`src/rtl/memgame_pkg.sv`:
```
// Shared types and constants for the memory card game scoreboard.
package memgame_pkg;

    typedef enum logic [1:0] {StIdle, StPlay, StOver} state_e;

    localparam int unsigned DefaultTurnSeconds = 15;
    localparam int unsigned DefaultPairsTotal  = 8;

    // Two-digit packed BCD, {tens, units}; callers keep value below 100.
    function automatic logic [7:0] to_bcd2(input int value);
        logic [3:0] tens;
        logic [3:0] units;
        tens  = 4'(value / 10);
        units = 4'(value % 10);
        return {tens, units};
    endfunction

endpackage

```
`src/rtl/sec_prescaler.sv`:
```
// One-second prescaler: counts enabled cycles 0..ClkHz-1, tick flags the wrap cycle.
module sec_prescaler #(
    parameter int unsigned ClkHz = 25_000_000
) (
    input  logic clk,
    input  logic rst,
    input  logic en,
    input  logic clr,
    output logic tick
);

    localparam int unsigned CW = (ClkHz > 1) ? $clog2(ClkHz) : 1;

    logic [CW-1:0] count_q;

    assign tick = en & (count_q == CW'(ClkHz - 1));

    always_ff @(posedge clk or negedge rst) begin
        if (!rst) begin
            count_q <= '0;
        end else if (clr) begin
            count_q <= '0;
        end else if (en) begin
            count_q <= tick ? '0 : count_q + CW'(1);
        end
    end

endmodule

```
`src/rtl/memory_turn_scoreboard.sv`:
```
// Turn rotation, per-turn countdown and pair scoring for the N-player memory game.
module memory_turn_scoreboard
    import memgame_pkg::*;
#(
    parameter int unsigned NPlayers    = 2,
    parameter int unsigned PairsTotal  = DefaultPairsTotal,
    parameter int unsigned TurnSeconds = DefaultTurnSeconds,
    parameter int unsigned ClkHz       = 25_000_000,
    localparam int unsigned PW = (NPlayers > 1) ? $clog2(NPlayers) : 1,
    localparam int unsigned SW = $clog2(PairsTotal + 1)
) (
    input  logic                     clk,
    input  logic                     rst,
    input  logic                     start,
    input  logic                     pause,
    input  logic                     pair_found,
    input  logic                     pair_miss,
    output logic [PW-1:0]            current_player,
    output logic [NPlayers*SW-1:0]   scores,
    output logic [7:0]               time_left_bcd,
    output logic                     sec_tick,
    output logic                     turn_timeout,
    output logic                     game_over,
    output logic [PW-1:0]            winner,
    output logic                     tie
);

    localparam logic [6:0]    TimeInit   = 7'(TurnSeconds);
    localparam logic [PW-1:0] LastPlayer = PW'(NPlayers - 1);
    localparam logic [SW-1:0] PairsInit  = SW'(PairsTotal);

    state_e        state_q;
    logic [PW-1:0] player_q, player_d, winner_q, best_idx;
    logic [SW-1:0] score_q [NPlayers];
    logic [SW-1:0] score_d [NPlayers];
    logic [SW-1:0] pairs_left_q, best_score;
    logic [6:0]    time_q, time_d;
    logic [7:0]    bcd_q;
    logic          sec_tick_q, timeout_q, game_over_q, tie_q, best_tie;
    logic          playing, begin_game, found, miss, tick, expire, game_end;

    assign playing    = (state_q == StPlay);
    assign begin_game = start & ~playing;
    assign found      = playing & pair_found;
    assign miss       = playing & pair_miss & ~pair_found;
    // A tick on the last second only times out when no player event claims the cycle.
    assign expire     = playing & tick & ~pair_found & ~pair_miss & (time_q == 7'd1);
    assign game_end   = found & (pairs_left_q == SW'(1));

    sec_prescaler #(
        .ClkHz (ClkHz)
    ) u_prescaler (
        .clk  (clk),
        .rst  (rst),
        .en   (playing & ~pause),
        .clr  (begin_game | found | miss),
        .tick (tick)
    );

    always_comb begin
        player_d = player_q;
        if (begin_game) begin
            player_d = '0;
        end else if (miss || expire) begin
            player_d = (player_q == LastPlayer) ? '0 : player_q + PW'(1);
        end
    end

    always_comb begin
        time_d = time_q;
        if (begin_game) begin
            time_d = TimeInit;
        end else if (found) begin
            time_d = game_end ? time_q : TimeInit;
        end else if (miss || expire) begin
            time_d = TimeInit;
        end else if (playing && tick) begin
            time_d = time_q - 7'd1;
        end
    end

    always_comb begin
        for (int i = 0; i < NPlayers; i++) begin
            score_d[i] = score_q[i];
            if (found && player_q == PW'(i)) begin
                score_d[i] = score_q[i] + SW'(1);
            end
        end
    end

    // Scan the post-increment scores so the final pair counts toward the verdict.
    always_comb begin
        best_idx   = '0;
        best_score = score_d[0];
        best_tie   = 1'b0;
        for (int i = 1; i < NPlayers; i++) begin
            if (score_d[i] > best_score) begin
                best_idx   = PW'(i);
                best_score = score_d[i];
                best_tie   = 1'b0;
            end else if (score_d[i] == best_score) begin
                best_tie = 1'b1;
            end
        end
    end

    always_ff @(posedge clk or negedge rst) begin
        if (!rst) begin
            state_q      <= StIdle;
            player_q     <= '0;
            pairs_left_q <= '0;
            time_q       <= TimeInit;
            bcd_q        <= to_bcd2(int'(TurnSeconds));
            sec_tick_q   <= 1'b0;
            timeout_q    <= 1'b0;
            game_over_q  <= 1'b0;
            winner_q     <= '0;
            tie_q        <= 1'b0;
            for (int i = 0; i < NPlayers; i++) begin
                score_q[i] <= '0;
            end
        end else begin
            sec_tick_q <= tick;
            timeout_q  <= expire;
            player_q   <= player_d;
            time_q     <= time_d;
            bcd_q      <= to_bcd2(int'(time_d));
            case (state_q)
                StPlay: begin
                    for (int i = 0; i < NPlayers; i++) begin
                        score_q[i] <= score_d[i];
                    end
                    if (found) begin
                        pairs_left_q <= pairs_left_q - SW'(1);
                    end
                    if (game_end) begin
                        state_q     <= StOver;
                        game_over_q <= 1'b1;
                        winner_q    <= best_idx;
                        tie_q       <= best_tie;
                    end
                end
                default: begin
                    if (start) begin
                        state_q      <= StPlay;
                        pairs_left_q <= PairsInit;
                        game_over_q  <= 1'b0;
                        winner_q     <= '0;
                        tie_q        <= 1'b0;
                        for (int i = 0; i < NPlayers; i++) begin
                            score_q[i] <= '0;
                        end
                    end
                end
            endcase
        end
    end

    for (genvar g = 0; g < NPlayers; g++) begin : g_scores
        assign scores[g*SW +: SW] = score_q[g];
    end

    assign current_player = player_q;
    assign time_left_bcd  = bcd_q;
    assign sec_tick       = sec_tick_q;
    assign turn_timeout   = timeout_q;
    assign game_over      = game_over_q;
    assign winner         = winner_q;
    assign tie            = tie_q;

endmodule

```
`config.mk`:
```
export PLATFORM = sky130hd
export DESIGN_NAME = memory_turn_scoreboard
export DESIGN_NICKNAME = d
export VERILOG_FILES = /design/src/rtl/memgame_pkg.sv /design/src/rtl/sec_prescaler.sv /design/src/rtl/memory_turn_scoreboard.sv
export SDC_FILE = /design/constraint.sdc
export NUM_CORES = 1
export LEC_CHECK = 0
export BUFFER_PORTS_ARGS = -buffer_cell sky130_fd_sc_hd__buf_2
export CAP_MARGIN = 5
export CORE_UTILIZATION = 60
export DETAILED_ROUTE_END_ITERATION = 7
export GPL_ROUTABILITY_DRIVEN = 0
export PLACE_DENSITY = 0.79
export SLEW_MARGIN = 30
export SYNTH_ARGS = -nofsm -noshare
export SYNTH_HDL_FRONTEND = slang
export SYNTH_SLANG_ARGS = --single-unit
```
`constraint.sdc`:
```
create_clock -name clk -period 5.7 [get_ports clk]
set_clock_uncertainty 0.2 [all_clocks]
set_input_delay 0.57 -clock clk [delete_from_list [all_inputs] [get_ports clk]]
set_output_delay 0.57 -clock clk [all_outputs]
set_load 0.01 [all_outputs]
```
==> results.tsv <==
metric	value	unit
placed_cell_area	4576	µm²
critPathCaptureType	flop	
ios	28	
cts_tree	done	
crit_type	flop to flop	
crit_path_top_delay_cell	dfrtp_1	
syn2layout_area_growth	12.33	%
vias_per_cell	6.365	
clockPowerShare	18.3	%
num_vias	3940	
hold_class	input port to async pin	
wirelength	10640	µm
core_area	6832	µm²
internal_power	0.0009922	W
synth-xor-area-share	6.339	%
grt_max_degree	59	
sw_frac_of_total	43.42	%
cts_max_level	3	
combinationalPowerShare	48.5	%
leakage	2.153	nW
grt_pass1_vias	3690	
avgSynthCellArea	9.074	µm²
critPathTopFamily	simple AND/OR/NAND/NOR gates	
cts.sinks	58	
critPathMaxStageDelay	0.42	ns
synth-edff-count	0	
grt_usage	30.34	%
fmax	185.0	MHz
antenna_found_initial	0	
path_common_cell	ha_1	
start_kind	flop	
yosysUniqueCellTypes	91	
root_buffer	clkbuf_8	
cp_max_fo	9	
period_share	94.85	%
reg2regPathDepth	24	
seq_area_frac_synth	34.06	%
regToRegStartpoint	u_prescaler.count_q[0]	
ir_drop	0.1695	mV
tightest_slew	0.8434	ns
first_iter_violations	618	
io_buffer_count	27	
yosysWarningCount	0	
layout-drive-gt1-share	21.80	%
r2r-end	time_left_bcd[3]	
status	complete, no violations	
drc	0	
synthArstFlopShare	100.0	%
switching_power	0.0007613	W
clk_pin_slew	0.07	ns
reg2reg_setup_slack	0.29	ns
worstPathCellList	ha_1, nand4bb_1, nor3_4, nand4_1, a211o_1, and2_1, inv_2, ha_2, nor4b_4, and2_4, o21ai_2, ha_1, inv_1, o21ai_0, nand3_1, a32o_2, o211ai_1, or2_1, xnor2_1, inv_1, ha_1, a211oi_1, nand4_1, o211ai_2	
netlist_instances	472	
fin_nets	542	
synth_seq_cells	58	
die_h	86.49	µm
power	0.001753	W
cap_violations	0	
rows	30	
fin_crit	5.406	ns
crit_buf_inv	3	
worstSkewPairLatency	0.35	ns
grt_pass1_wl	17790	µm
power_frac_seq	33.2	%
final_antenna_net_count	0	
grt_overflow_total	0	
n_antenna_cell	0	
wire_per_inst	17.18	µm
syn-num-nets	496	
p_per_area	364.5	nW/µm²
arrival	5.48	ns
required	5.77	ns
drv_slew	0	
clockBufferDepth	2	
start_util	62.69	%
dieArea	7480	µm²
yosys_most_used_dff	dfrtp_1	
design_area	4811	µm²
die_x	86.49	µm
synth_top_family_by_area	simple AND/OR/NAND/NOR gates	
synth_compound_area_share	19.95	%
cts_buffers	9	
syn_area	4283	µm²
finalSetupViolations	0	
postCtsHoldBufs	0	
max_slew_margin	43.77	%
synth-simple-area-share	28.02	%
synth_mux_area_share	2.396	%
synthAdderAreaFrac	5.259	%
first_pass_iters	8	
hold_viol	0	
dpl.hpwl	7599	µm
## cells by family (layout without fill, tap and decap cells)
family	count (synthesis)	in the layout
adder cells (fa/ha/maj)	18	18
multiplexers	9	9
XOR/XNOR	31	31
AND/OR/NAND/NOR	213	213
AO/OA/AOI/OAI	109	109
flip-flops	58	58
buffers and inverters	34	85
## area by class of cell
| type | count | area (µm²) |
|---|---|---|
| clock buffers | 13 | 138.9 |
| clock inverters | 3 | 17.52 |
| fillers | 536 | 2021 |
| inverters | 20 | 80.08 |
| multi-input cells | 380 | 2695 |
| flip-flops and latches | 58 | 1459 |
| well taps | 96 | 120.1 |
| repair buffers | 49 | 300.3 |
## per-layer routing
metal  vias up  GRT usage [%]  routed length, µm
met5         -              0                  0
met3        42          4.762                682
met4         0          12.27                319
li1       1850              -                  -
met1      1873          40.96               4635
met2       175          48.99               5000
## power groups by stage
stage | Sequential, W | Combinational (W) | Clock, W
floorplan | 0.000594 | 0.000577 | 0
finish | 0.000582 | 0.000850 | 0.000321
global placement | 0.000583 | 0.000804 | 0
detailed placement | 0.000587 | 0.000828 | 0
global route | 0.000593 | 0.000941 | 0.000345
CTS | 0.000580 | 0.000835 | 0.000325
## registers in the layout, summed over array words and instances, names as in the netlist, 2 cells and up
signal / cells
u_prescaler.count_q: 25
scores: 8
time_left_bcd: 8
time_q: 6
pairs_left_q: 4
state_q: 2
## layout by cell type, fill, tap and decap left out, types with 4 or more instances in the layout
cell type,synthesis,routed
nor3_1,10,10
nor4_1,8,8
nand4_1,15,15
o21ai_0,22,22
clkbuf_1,6,4
clkbuf_8,0,9
xnor2_1,11,11
nor2_1,47,46
nand3_1,37,37
xor2_1,20,20
a32oi_1,4,4
ha_1,18,16
or3_1,8,8
buf_2,3,27
a211oi_1,6,4
nand2_1,40,40
mux2i_1,5,5
and2_1,5,5
dfrtp_1,52,52
inv_1,17,17
a21o_1,4,4
and4_1,5,4
a21oi_1,19,19
dfstp_2,6,6
o21a_1,4,4
buf_4,1,22
## Yosys cell counts, drive strengths merged (4+ instances only)
library cell	count	area (µm²)
nand3	37	185.2
o21a	4	30.03
nand2	41	161.4
a31o	4	35.04
xnor2	11	96.34
inv	18	67.56
nor2	48	187.7
clkbuf	6	22.52
o211ai	6	68.81
mux2i	5	50.05
a21o	5	38.79
and4	5	43.79
mux2	4	52.55
buf	8	67.56
a32oi	4	35.03
and4bb	4	53.80
a211oi	7	65.06
dfrtp	52	1301
ha	18	225.2
xor2	20	175.2
dfstp	6	157.7
nor4	10	75.07
and2	7	48.80
or3	8	50.05
a32o	4	43.79
nor3	13	86.34
o21ai	24	123.9
nand4	15	93.84
a21oi	20	103.9
## how the worst max path moves through the flow
stage                      startpoint          endpoint  slack, ns  cells after the start
2_1_floorplan         pairs_left_q[1]  time_left_bcd[3]       0.54                     28
3_3_place_gp                    pause  time_left_bcd[3]       0.11                     24
3_5_place_dp   u_prescaler.count_q[6]  time_left_bcd[3]      -0.13                     23
4_1_cts        u_prescaler.count_q[6]  time_left_bcd[3]       0.04                     23
5_1_grt        u_prescaler.count_q[0]  time_left_bcd[3]      -0.03                     24
6_report       u_prescaler.count_q[0]  time_left_bcd[3]       0.29                     24
## what timing repair did
item,CTS,global route
resized for setup,2,8
setup endpoints to repair,3,4
pin swaps,0,4
buffers inserted,0,5
## worst reg2reg max path: stages, from the launching register on
cell       delay (ns)
dfrtp_1          0.42
ha_1             0.23
nand4bb_1        0.23
nor3_4           0.24
nand4_1          0.23
a211o_1          0.38
and2_1           0.21
inv_2            0.15
ha_2             0.27
nor4b_4          0.32
and2_4           0.26
o21ai_2          0.09
ha_1             0.24
inv_1            0.10
o21ai_0          0.11
nand3_1          0.16
a32o_2           0.20
o211ai_1         0.14
or2_1            0.28
xnor2_1          0.22
inv_1            0.09
ha_1             0.20
a211oi_1         0.17
nand4_1          0.13
o211ai_2         0.09
## per-stage QoR
step	setup TNS, ns	util (%)	setup slack (ns)	std cells	hold WS [ns]
finish	0	70.42	0.2936	619	0.1567
global placement	0	66.98	0.1101	598	0.2946
detailed placement	-0.2228	66.98	-0.1277	598	0.2957
CTS	0	69.36	0.04280	614	0.1973
floorplan	0	-	0.5406	472	0.07441
global route	-0.03148	70.42	-0.03148	619	0.2417
Power figures use the tool's default switching activity.
